`config.mk`:
```
export PLATFORM = sky130hd
export DESIGN_NAME = uart_tx_fifo
export DESIGN_NICKNAME = d
export VERILOG_FILES = /design/src/rtl/uart_pkg.sv /design/src/rtl/uart_fifo.sv /design/src/rtl/uart_tx_fifo.sv
export SDC_FILE = /design/constraint.sdc
export NUM_CORES = 1
export LEC_CHECK = 0
export ABC_AREA = 1
export CORE_ASPECT_RATIO = 1.5
export CORE_MARGIN = 8
export CORE_UTILIZATION = 52
export DETAILED_ROUTE_END_ITERATION = 8
export GPL_ROUTABILITY_DRIVEN = 0
export PLACE_DENSITY = 0.74
export SLEW_MARGIN = 20
export SYNTH_ARGS = -nofsm -noshare
export SYNTH_HDL_FRONTEND = slang
export SYNTH_SLANG_ARGS = --single-unit
export TNS_END_PERCENT = 1
```
`constraint.sdc`:
```
create_clock -name clock -period 2.4 [get_ports clock]
set_input_delay 0.48 -clock clock [delete_from_list [all_inputs] [get_ports clock]]
set_output_delay 0.48 -clock clock [all_outputs]
set_load 0.1 [all_outputs]
```
`src/rtl/uart_pkg.sv`:
```
// Shared types for the UART transmitter: parity mode selection and transmit FSM states.
package uart_pkg;

    typedef enum logic [1:0] {
        PAR_NONE,
        PAR_EVEN,
        PAR_ODD
    } parity_t;

    typedef enum logic [2:0] {
        IDLE,
        START,
        DATA,
        PARITY,
        STOP
    } tx_state_t;

endpackage

```
`src/rtl/uart_fifo.sv`:
```
// Synchronous FIFO using extra-bit read/write pointers; full, empty and count are derived
// from the pointer difference.
module uart_fifo #(
    parameter int unsigned WIDTH = 8,
    parameter int unsigned DEPTH = 4
) (
    input  logic                     i_clock,
    input  logic                     i_reset,
    input  logic                     i_push,
    input  logic [WIDTH-1:0]         i_data,
    input  logic                     i_pop,
    output logic [WIDTH-1:0]         o_data,
    output logic                     o_full,
    output logic                     o_empty,
    output logic [$clog2(DEPTH):0]   o_count
);

    localparam int unsigned AW = $clog2(DEPTH);

    logic [WIDTH-1:0] r_mem [DEPTH];
    logic [AW:0]      r_wr_ptr;
    logic [AW:0]      r_rd_ptr;
    logic             w_do_push;
    logic             w_do_pop;

    assign o_empty   = (r_wr_ptr == r_rd_ptr);
    // Same slot index but opposite wrap bit means the writer has lapped the reader.
    assign o_full    = (r_wr_ptr[AW] != r_rd_ptr[AW]) && (r_wr_ptr[AW-1:0] == r_rd_ptr[AW-1:0]);
    assign o_count   = r_wr_ptr - r_rd_ptr;
    assign o_data    = r_mem[r_rd_ptr[AW-1:0]];
    assign w_do_push = i_push && !o_full;
    assign w_do_pop  = i_pop && !o_empty;

    always_ff @(posedge i_clock or posedge i_reset) begin
        if (i_reset) begin
            r_wr_ptr <= '0;
            r_rd_ptr <= '0;
        end else begin
            if (w_do_push) begin
                r_wr_ptr <= r_wr_ptr + 1'b1;
            end
            if (w_do_pop) begin
                r_rd_ptr <= r_rd_ptr + 1'b1;
            end
        end
    end

    always_ff @(posedge i_clock) begin
        if (w_do_push) begin
            r_mem[r_wr_ptr[AW-1:0]] <= i_data;
        end
    end

endmodule

```
`src/rtl/uart_tx_fifo.sv`:
```
// FIFO-buffered UART transmitter: start bit, LSB-first data, optional parity, 1 or 2 stop
// bits, with back-to-back frames when more data is queued.
module uart_tx_fifo #(
    parameter int unsigned        CLK_DIV    = 16,
    parameter int unsigned        DATA_BITS  = 8,
    parameter uart_pkg::parity_t  PARITY     = uart_pkg::PAR_NONE,
    parameter int unsigned        STOP_BITS  = 1,
    parameter int unsigned        FIFO_DEPTH = 4
) (
    input  logic                          clock,
    input  logic                          reset,
    input  logic [DATA_BITS-1:0]          tx_data,
    input  logic                          tx_valid,
    output logic                          tx_ready,
    output logic                          serialOut,
    output logic                          busy,
    output logic [$clog2(FIFO_DEPTH):0]   fifo_count
);

    // The parameter PARITY shadows the state name, so that state is always package-qualified.
    import uart_pkg::*;

    localparam int unsigned CntW = $clog2(CLK_DIV);
    localparam int unsigned BitW = $clog2(DATA_BITS + 1);

    tx_state_t              r_state, w_state_next;
    logic [CntW-1:0]        r_baud, w_baud_next;
    logic [BitW-1:0]        r_bit_cnt, w_bit_cnt_next;
    logic [DATA_BITS-1:0]   r_sh, w_sh_next;
    logic                   r_acc, w_acc_next;
    logic                   r_serial, w_serial_next;
    logic                   w_bit_end;
    logic                   w_push;
    logic                   w_pop;
    logic                   w_full;
    logic                   w_empty;
    logic [DATA_BITS-1:0]   w_fifo_data;

    uart_fifo #(
        .WIDTH (DATA_BITS),
        .DEPTH (FIFO_DEPTH)
    ) u_fifo (
        .i_clock (clock),
        .i_reset (reset),
        .i_push  (w_push),
        .i_data  (tx_data),
        .i_pop   (w_pop),
        .o_data  (w_fifo_data),
        .o_full  (w_full),
        .o_empty (w_empty),
        .o_count (fifo_count)
    );

    assign w_push    = tx_valid && !w_full;
    assign w_bit_end = (r_baud == CntW'(CLK_DIV - 1));
    assign tx_ready  = !w_full;
    assign busy      = (r_state != IDLE) || !w_empty;
    assign serialOut = r_serial;

    always_comb begin
        w_state_next   = r_state;
        w_sh_next      = r_sh;
        w_acc_next     = r_acc;
        w_bit_cnt_next = r_bit_cnt;
        w_pop          = 1'b0;
        w_baud_next    = (r_state == IDLE || w_bit_end) ? '0 : r_baud + 1'b1;

        unique case (r_state)
            IDLE: begin
                if (!w_empty) begin
                    w_pop          = 1'b1;
                    w_sh_next      = w_fifo_data;
                    w_acc_next     = 1'b0;
                    w_bit_cnt_next = '0;
                    w_state_next   = START;
                end
            end
            START: begin
                if (w_bit_end) begin
                    w_state_next = DATA;
                end
            end
            DATA: begin
                if (w_bit_end) begin
                    w_sh_next      = r_sh >> 1;
                    w_acc_next     = r_acc ^ r_sh[0];
                    w_bit_cnt_next = r_bit_cnt + 1'b1;
                    if (r_bit_cnt == BitW'(DATA_BITS - 1)) begin
                        w_bit_cnt_next = '0;
                        w_state_next   = (PARITY != PAR_NONE) ? uart_pkg::PARITY : STOP;
                    end
                end
            end
            uart_pkg::PARITY: begin
                if (w_bit_end) begin
                    w_state_next = STOP;
                end
            end
            STOP: begin
                if (w_bit_end) begin
                    if (r_bit_cnt == BitW'(STOP_BITS - 1)) begin
                        if (!w_empty) begin
                            w_pop          = 1'b1;
                            w_sh_next      = w_fifo_data;
                            w_acc_next     = 1'b0;
                            w_bit_cnt_next = '0;
                            w_state_next   = START;
                        end else begin
                            w_state_next = IDLE;
                        end
                    end else begin
                        w_bit_cnt_next = r_bit_cnt + 1'b1;
                    end
                end
            end
            default: begin
                w_state_next = IDLE;
            end
        endcase

        // Line level is decoded from next-state values so the output flop lines up with the state.
        case (w_state_next)
            START:            w_serial_next = 1'b0;
            DATA:             w_serial_next = w_sh_next[0];
            uart_pkg::PARITY: w_serial_next = (PARITY == PAR_ODD) ? ~w_acc_next : w_acc_next;
            default:          w_serial_next = 1'b1;
        endcase
    end

    always_ff @(posedge clock or posedge reset) begin
        if (reset) begin
            r_state   <= IDLE;
            r_baud    <= '0;
            r_bit_cnt <= '0;
            r_sh      <= '0;
            r_acc     <= 1'b0;
            r_serial  <= 1'b1;
        end else begin
            r_state   <= w_state_next;
            r_baud    <= w_baud_next;
            r_bit_cnt <= w_bit_cnt_next;
            r_sh      <= w_sh_next;
            r_acc     <= w_acc_next;
            r_serial  <= w_serial_next;
        end
    end

endmodule

```
==> results of run 1 <==
-- how the worst min path moves through the flow --
stage	from	to	slack, ps	cells past startpoint
global placement	r_baud[0]$_DFF_PP0_	r_baud[0]$_DFF_PP0_	450	1
global route	r_baud[0]$_DFF_PP0_	r_baud[0]$_DFF_PP0_	490	1
floorplan	r_baud[0]$_DFF_PP0_	r_baud[0]$_DFF_PP0_	430	1
finish	r_baud[0]$_DFF_PP0_	r_baud[0]$_DFF_PP0_	470	1
CTS	r_baud[0]$_DFF_PP0_	r_baud[0]$_DFF_PP0_	470	1
detailed placement	r_baud[0]$_DFF_PP0_	r_baud[0]$_DFF_PP0_	460	1
-- report_power, final --
part	switching, uW	internal [uW]	leakage, uW
logic	675	320	0.000745
registers	49.0	1220	0.000628
clock network	413	378	0.0000835
-- through the flow --
| step | setup WS, ps | instance area (um2) | utilization | instances |
|---|---|---|---|---|
| finish | 79.49 | 3420 | 0.6322 | 388 |
| global route | 4.124 | 3420 | 0.6322 | 388 |
| CTS | 26.07 | 3415 | 0.6313 | 388 |
| detailed placement | 311.1 | 3227 | 0.5966 | 371 |
| global placement | 390.7 | 3227 | 0.5966 | 371 |
| floorplan | -60.19 | 2910 | - | 284 |
-- timing repair --
action,in CTS,in global routing
resized for setup,1,1
cloned,0,0
setup endpoints to repair,1,2
setup buffers,1,0
pin swaps,0,1
endpoints found under the hold margin,0,0
-- state kept, by name, indices dropped and copies added (netlist names) --
signal	flops
r_acc	1
r_baud	4
r_bit_cnt	4
r_sh	8
r_state	3
serialOut	1
u_fifo.r_mem	32
u_fifo.r_rd_ptr	3
u_fifo.r_wr_ptr	3
-- layout make-up --
| type | instances | area (um2) | share of cell area |
|---|---|---|---|
| Sequential cell | 59 | 1638 | 0.4790 |
| Multi-Input combinational cell | 183 | 1106 | 0.3235 |
| Timing Repair Buffer | 22 | 252.7 | 0.07391 |
| Inverter | 38 | 157.7 | 0.04610 |
| Clock buffer | 9 | 123.9 | 0.03622 |
| Tap cell | 70 | 87.58 | 0.02561 |
| Clock inverter | 7 | 53.80 | 0.01573 |
-- cell usage in the layout (no fill, tap or decap), drive strengths merged --
master / count
ha: 10
o21ai: 19
clkdlybuf4s50: 10
a31oi: 2
xor2: 7
a22oi: 1
inv: 39
nor2: 37
nand2: 63
dfrtp: 26
o21a: 1
xnor2: 1
fa: 1
and2: 1
nand3: 17
nand4: 1
o31ai: 1
o22ai: 7
edfxtp: 32
a21oi: 8
a21boi: 1
clkinvlp: 2
dfstp: 1
a22o: 1
clkinv: 4
o211ai: 4
clkbuf: 9
buf: 12
-- kinds of logic (layout without fill, tap and decap cells) --
| family | Yosys count | count (layout) | share of synthesized area |
|---|---|---|---|
| flops | 59 | 59 | 0.5681 |
| compound gates | 45 | 45 | 0.1020 |
| xor+xnor | 8 | 8 | 0.02431 |
| simple gates | 119 | 119 | 0.1957 |
| fa+ha+maj | 11 | 11 | 0.05035 |
| buf+inv | 42 | 76 | 0.05946 |
-- routing by layer --
layer  share of wire  wire, um
met5               0         0
met4           0.036       196
met3           0.036       195
met2            0.54      2980
met1            0.38      2100
==> flow_metrics.env, run 1 <==
export IMPL_cts_hold_buf=0
export IMPL_clk_pin_slew_ps=70
export IMPL_crit_start="u_fifo.r_wr_ptr[0]$_DFFE_PP0P_"
export IMPL_die_area_um2=8232
export IMPL_maxCapViolations=0
export IMPL_cp_end_kind="output pin"
export IMPL_endpoint="fifo_count[2]"
export IMPL_slowest_delay_ps=400
export IMPL_tritoncts="done"
export IMPL_status="finished clean"
export IMPL_startpoint_type="flop"
export IMPL_slowest_stage="fa_1"
export IMPL_worst_hold_path_type="flop to flop"
export IMPL_drt_drc_violations_left=0
export IMPL_global_route_usage_met3=0.04020
export IMPL_crit_type="flop to output pin"
export IMPL_path_buf_inv=2
export IMPL_clock_skew_final_ps=7.933
export IMPL_cp_required_ps=1920
export IMPL_timing_hold_ws_ps=468.9
export IMPL_dp_final_hpwl_mm=4.030
export IMPL_wirelength_mm=5.474
export IMPL_ant_nets=0
export IMPL_rows=33
export IMPL_grt_pass1_wl_mm=9.522
export IMPL_r2r_setup_slack_ps=320
export IMPL_antenna_found_initial=0
export IMPL_ys_ff_latch=59
export IMPL_seq_area_frac_synth=0.5681
export IMPL_drive_gt1_frac=0.1887
export IMPL_p_per_area_nw_per_um2=892.3
export IMPL_synth_top_area_frac=0.3333
export IMPL_ys_top_cells_by_count="nand2_1, nor2_1, edfxtp_1"
export IMPL_synth_enable_flop_cells=32
export IMPL_p_leak_uw=0.001456
export IMPL_use_met2=0.2724
export IMPL_setup_violations_final=0
export IMPL_ys_warnings_count=0
export IMPL_cp_depth=5
export IMPL_min_period_ps=2321
export IMPL_final_net_count=335
export IMPL_die_w_um=76.80
export IMPL_synth_top_area_cell="edfxtp_1"
export IMPL_synthCells=284
export IMPL_wl_per_cell_um=14.11
export IMPL_grt_pass1_vias=2163
export IMPL_num_vias=2006
export IMPL_top_usage_layer="met2"
export IMPL_ys_types=37
export IMPL_synth_ff_type="edfxtp_1"
export IMPL_diodes=0
export IMPL_fmaxAchievable_mhz=430.9
export IMPL_synth_most_common_cell="nand2_1"
export IMPL_slew_violations=0
export IMPL_post_route_period_util=0.9669
export IMPL_io_pins=17
export IMPL_async_flop_share=0.4576
export IMPL_cts_buffers=9
export IMPL_final_hold_viol_count=0
export IMPL_cts_root_buffer="clkbuf_8"
export IMPL_r2r_end="u_fifo.r_mem[3][7]$_DFFE_PP_"
export IMPL_gr_usage_all_layers=0.1490
export IMPL_core_um2=5409
export IMPL_synth_area_leaders="edfxtp_1, dfrtp_1, nand2_1"
export IMPL_grt_util_met1=0.1371
export IMPL_start_util=0.5330
export IMPL_io_buffer_count=16
export IMPL_timing_slew_headroom=0.6571
export IMPL_tightest_slew_ps=513.8
export IMPL_vdd_drop_max_mv=0.5234
export IMPL_rsz0062_at_grt="no"
export IMPL_grt_max_degree=28
export IMPL_synth_nets=306
export IMPL_p_total_uw=3051
export IMPL_firstDrtPassIters=4
export IMPL_cts_sinks=59
export IMPL_critPathTopFamily="adder cells"
export IMPL_syn_cell_area_um2=2883
export IMPL_htree_levels=3
export IMPL_syn_area_per_cell_um2=10.15
export IMPL_tns_ps=0
export IMPL_via_per_inst=5.170
export IMPL_drt_first_iter_violations=137
export IMPL_path_max_fanout=4
export IMPL_r2r_start="u_fifo.r_wr_ptr[0]$_DFFE_PP0P_"
export IMPL_crit_chain="inv_1, ha_1, fa_1, xor2_2, buf_12"
export IMPL_arrival_ps=1840
export IMPL_cts_buffer_depth=2
export IMPL_num_fill_cells=441
export IMPL_clock_latency_ps=350
export IMPL_die_h_um=107.2
export IMPL_syn_to_final_growth_pct=18.62
export IMPL_grt_ovfl_total=0
export IMPL_r2r_cells=7
(Power assumes the default switching activity.)
==> run 2, diff against run 1 <==
Settings changed: MAX_ROUTING_LAYER from default to met4, SLEW_MARGIN 20 to default.
==> flow_metrics.env, run 2 (synthesis gave the netlist of run 1 again) <==
export IMPL_status="finished clean"
export IMPL_min_period_ps=2319
export IMPL_final_area_um2=3420
export IMPL_hold_start="r_baud[0]$_DFF_PP0_"
export IMPL_fmaxAchievable_mhz=431.2
export IMPL_worst_hold_path_type="flop to flop"
export IMPL_placed_area_um2=3227
export IMPL_largest_reg_flops=32
export IMPL_p_int_uw=1914
export IMPL_cts_buffers=9
export IMPL_rsz0062_at_grt="no"
export IMPL_p_switching_uw=1135
export IMPL_r2r_setup_slack_ps=310
export IMPL_final_net_count=335
export IMPL_clock_skew_final_ps=8.035
export IMPL_antenna_found_initial=0
export IMPL_grt_ovfl_total=0
export IMPL_io_pins=17
export IMPL_wl_per_cell_um=14.08
export IMPL_tritoncts="done"
export IMPL_cts_hold_buf=0
export IMPL_crit_type="flop to output pin"
export IMPL_power_share_clock=0.258
export IMPL_grt_pass1_wl_mm=9.535
export IMPL_htree_levels=3
export IMPL_p_leak_uw=0.001456
export IMPL_p_per_area_nw_per_um2=891.5
export IMPL_final_hold_viol_count=0
export IMPL_holdPathStages=1
export IMPL_setup_violations_final=0
export IMPL_syn_to_final_growth_pct=18.62
export IMPL_diodes=0
export IMPL_final_core_util=0.6322
export IMPL_tns_ps=0
export IMPL_num_fill_cells=441
export IMPL_maxCapViolations=0
export IMPL_die_h_um=107.2
export IMPL_io_buffer_count=16
export IMPL_via_per_inst=5.149
export IMPL_post_route_period_util=0.9663
export IMPL_cp_end_kind="output pin"
export IMPL_drive_gt1_frac=0.1887
export IMPL_grt_pass1_vias=2160
export IMPL_drt_drc_violations_left=0
export IMPL_grt_max_degree=28
export IMPL_layout_common_cells="nand2_1, edfxtp_1, inv_1, nor2_1, dfrtp_1"
export IMPL_cts_sinks=59
export IMPL_clock_latency_ps=350
export IMPL_start_util=0.5330
export IMPL_ant_nets=0
export IMPL_swShare=0.3722
export IMPL_r2r_cells=7
export IMPL_arrival_ps=1840
export IMPL_num_vias=1998
export IMPL_slew_violations=0
export IMPL_final_common_cell="nand2_1"
export IMPL_vdd_drop_max_mv=0.5149
export IMPL_cp_required_ps=1920
export IMPL_tightest_slew_ps=523.8
export IMPL_wirelength_mm=5.463
export IMPL_comb_power_share=0.327
export IMPL_gr_usage_all_layers=0.1534
export IMPL_cts_root_buffer="clkbuf_8"
export IMPL_firstDrtPassIters=4
export IMPL_dp_final_hpwl_mm=4.030
export IMPL_path_max_fanout=4
export IMPL_drt_first_iter_violations=142
export IMPL_cts_buffer_depth=2
export IMPL_startpoint_type="flop"
export IMPL_hold_end="r_baud[0]$_DFF_PP0_"
export IMPL_core_um2=5409
export IMPL_p_total_uw=3049
export IMPL_r2r_start="u_fifo.r_wr_ptr[0]$_DFFE_PP0P_"
export IMPL_clk_pin_slew_ps=70
export IMPL_die_area_um2=8232
export IMPL_r2r_end="u_fifo.r_mem[3][7]$_DFFE_PP_"
export IMPL_seqPwrFrac=0.415
export IMPL_timing_slew_headroom=0.6504
export IMPL_die_w_um=76.80
export IMPL_rows=33
[run 2: cell counts in the layout (fill, tap and decap cells not counted)]
Identical to the previous run, type by type.
[run 2: metrics by stage]
step	instances	hold WS (ps)	setup slack [ps]
after CTS	388	471.1	26.07
after global routing	388	489.3	1.871
after detailed placement	371	460.8	311.1
after global placement	371	446.0	390.7
final	388	468.9	80.81
after floorplan	284	431.3	-60.19
[run 2: power by group through the flow]
stage          clock (uW)  sequential (uW)  combinational (uW)
6_report              788             1260                 996
3_3_place_gp            0             1280                 971
3_5_place_dp            0             1280                 987
4_1_cts               810             1260                1000
5_1_grt               855             1280                1060
2_1_floorplan           0             1270                 653
[run 2: routing by layer]
metal	vias to the layer above	part of all wire	global-route usage
met2	38	0.55	0.2724
met3	17	0.032	0.04774
met5	-	0	-
met4	0	0.035	0.1008
li1	996	-	-
met1	947	0.38	0.1371
[run 2: worst max path at each step]
stage | startpoint | to
floorplan | u_fifo.r_rd_ptr[0]$_DFFE_PP0P_ | fifo_count[2]
global placement | u_fifo.r_wr_ptr[0]$_DFFE_PP0P_ | u_fifo.r_mem[1][3]$_DFFE_PP_
detailed placement | u_fifo.r_wr_ptr[0]$_DFFE_PP0P_ | u_fifo.r_mem[3][3]$_DFFE_PP_
CTS | u_fifo.r_wr_ptr[0]$_DFFE_PP0P_ | fifo_count[2]
global route | u_fifo.r_wr_ptr[0]$_DFFE_PP0P_ | busy
finish | u_fifo.r_wr_ptr[0]$_DFFE_PP0P_ | fifo_count[2]
[run 2: cell type report]
cell class              count  area [um2]  share of cell area
clock buffers               9       123.9             0.03622
multi-input cells         183        1106              0.3235
inverters                  38       157.7             0.04610
clock inverters             7       53.80             0.01573
well taps                  70       87.58             0.02561
repair buffers             22       252.7             0.07391
flip-flops and latches     59        1638              0.4790
[run 2: timing repair]
item | 4_1_cts | 5_1_grt
setup buffers | 1 | 0
pin swaps | 0 | 1
gates resized for setup | 1 | 1
endpoints found under the hold margin | 0 | 0
setup endpoints to repair | 1 | 2
cloned | 0 | 0
[run 2: worst max-delay path, stage by stage (launching register included)]
cell	delay [ps]
dfrtp_1	380
inv_1	110
ha_1	210
fa_1	400
xor2_2	190
buf_12	200
==> run 3, diff against run 2 <==
Settings changed: SYNTH_HIERARCHICAL from default to 1.
==> flow_metrics.env, run 3 <==
export IMPL_startpoint_type="flop"
export IMPL_clk_pin_slew_ps=70
export IMPL_vdd_drop_max_mv=1.215
export IMPL_crit_chain="inv_2, ha_1, inv_1, fa_1, xnor2_2, buf_12"
export IMPL_post_place_ws_ps=335.6
export IMPL_syn_area_per_cell_um2=9.353
export IMPL_final_net_count=372
export IMPL_drt_first_iter_violations=88
export IMPL_syn_cell_area_um2=2974
export IMPL_cts_buffers=9
export IMPL_drive_gt1_frac=0.1718
export IMPL_ys_warnings_count=6
export IMPL_setup_slack_ps=103.2
export IMPL_worst_hold_path_type="input pin to async pin"
export IMPL_path_max_fanout=4
export IMPL_place_inst=408
export IMPL_critPathTopFamily="adder cells"
export IMPL_final_cells=425
export IMPL_start_util=0.5416
export IMPL_num_fill_cells=439
export IMPL_async_flop_share=0.4576
export IMPL_grt_pass1_wl_mm=9.956
export IMPL_post_route_period_util=0.9570
export IMPL_tightest_slew_ps=324.0
export IMPL_synthCells=318
export IMPL_die_w_um=77.75
export IMPL_p_total_uw=5145
export IMPL_cts_buffer_depth=2
export IMPL_timing_slew_headroom=0.7838
export IMPL_htree_levels=3
export IMPL_firstDrtPassIters=4
export IMPL_core_um2=5492
export IMPL_fmaxAchievable_mhz=435.4
export IMPL_gr_usage_all_layers=0.1518
export IMPL_crit_type="flop to output pin"
export IMPL_synth_area_leaders="edfxtp_1, dfrtp_1, nand2_1"
export IMPL_seq_area_frac_synth=0.5507
export IMPL_tritoncts="done"
export IMPL_cp_end_kind="output pin"
export IMPL_grt_max_degree=22
export IMPL_synth_top_area_frac=0.3231
export IMPL_slowest_delay_ps=410
export IMPL_min_period_ps=2297
export IMPL_synth_enable_flop_cells=32
export IMPL_maxCapViolations=0
export IMPL_cp_required_ps=1920
export IMPL_ys_top_cells_by_count="nand2_1, inv_1, nor2_1"
export IMPL_synth_ff_type="edfxtp_1"
export IMPL_synth_top_area_cell="edfxtp_1"
export IMPL_slew_violations=0
export IMPL_cts_sinks=59
export IMPL_die_h_um=108.6
export IMPL_io_buffer_count=16
export IMPL_clock_skew_final_ps=7.317
export IMPL_diodes=0
export IMPL_wl_per_cell_um=13.20
export IMPL_antenna_found_initial=0
export IMPL_die_area_um2=8446
export IMPL_status="finished clean"
export IMPL_layout_common_cells="nand2_1, inv_1, nor2_1"
export IMPL_path_buf_inv=3
export IMPL_rows=33
export IMPL_via_per_inst=5.252
export IMPL_synth_most_common_cell="nand2_1"
export IMPL_clock_latency_ps=330
export IMPL_dp_final_hpwl_mm=4.248
export IMPL_num_vias=2232
export IMPL_ys_ff_latch=59
export IMPL_drt_drc_violations_left=0
export IMPL_final_hold_viol_count=0
export IMPL_synth_nets=340
export IMPL_largest_reg_flops=32
export IMPL_arrival_ps=1820
export IMPL_syn_to_final_growth_pct=18.22
export IMPL_cts_root_buffer="clkbuf_8"
export IMPL_ant_nets=0
export IMPL_rsz0062_at_grt="no"
export IMPL_p_leak_uw=0.001588
export IMPL_wirelength_mm=5.612
export IMPL_tns_ps=0
export IMPL_grt_pass1_vias=2265
export IMPL_p_per_area_nw_per_um2=1463
export IMPL_grt_ovfl_total=0
export IMPL_r2r_setup_slack_ps=350
export IMPL_setup_violations_final=0
export IMPL_ys_types=34
export IMPL_final_common_cell="nand2_1"
export IMPL_cts_hold_buf=0
export IMPL_slowest_stage="dfrtp_1"
export IMPL_io_pins=17
run 3: final timing paths:
check	endpoint	from	cells past startpoint
hold reg to reg	r_baud[0]$_DFF_PP0_	r_baud[0]$_DFF_PP0_	1
setup reg to reg	u_fifo/r_mem[2][3]$_DFFE_PP_	u_fifo/r_wr_ptr[0]$_DFFE_PP0P_	11
setup / recovery	fifo_count[2]	u_fifo/r_wr_ptr[0]$_DFFE_PP0P_	6
hold / removal	u_fifo/r_rd_ptr[0]$_DFFE_PP0P_	reset	2
min in group clock	r_baud[0]$_DFF_PP0_	r_baud[0]$_DFF_PP0_	1
max in group asynchronous	serialOut$_DFF_PP1_	reset	3
run 3: layout make-up:
cell class	instances	area [um2]	share of cell area
Timing Repair Buffer	26	282.8	0.08043
Inverter	49	187.7	0.05338
Clock inverter	7	77.57	0.02206
Tap cell	70	87.58	0.02491
Clock buffer	9	123.9	0.03523
Sequential cell	59	1638	0.4658
Multi-Input combinational cell	205	1119	0.3181
run 3: per-layer routing:
metal / wire length [um] / vias to the layer above / global-route usage
met5: 0 / - / -
met4: 76 / 0 / 0.07317
met3: 182 / 6 / 0.03954
met2: 3021 / 48 / 0.2642
met1: 2331 / 1064 / 0.1553
li1: - / 1114 / -
run 3: repair_timing:
item                       in CTS  in global routing
pin swaps                       0                  1
setup endpoints to repair       1                  2
buffers inserted                0                  1
hold endpoints to repair        0                  0
resized for setup               1                  0
run 3: per-stage QoR:
step / hold slack [ps] / instance area [um2] / util
4_1_cts: 388.4 / 3508 / 0.6389
3_5_place_dp: 463.0 / 3307 / 0.6022
2_1_floorplan: 271.0 / 2984 / -
6_report: 394.7 / 3516 / 0.6402
3_3_place_gp: 447.2 / 3307 / 0.6022
5_1_grt: 434.7 / 3516 / 0.6402
run 3: logic make-up (layout without fill, tap and decap cells):
kind of cell / count (synthesis) / after routing / synth area share
and+or+nand+nor: 135 / 135 / 0.2108
DFF: 59 / 59 / 0.5507
AOI/OAI and AO/OA: 54 / 54 / 0.09845
buffers and inverters: 54 / 91 / 0.07657
adders and majority gates: 11 / 11 / 0.04880
xor gates and xnor gates: 5 / 5 / 0.01473
run 3: report_power, final:
part	switching, uW	internal [uW]	leakage (uW)
Sequential	173	1400	0.000632
Clock	401	485	0.0000998
Combinational	1770	918	0.000856
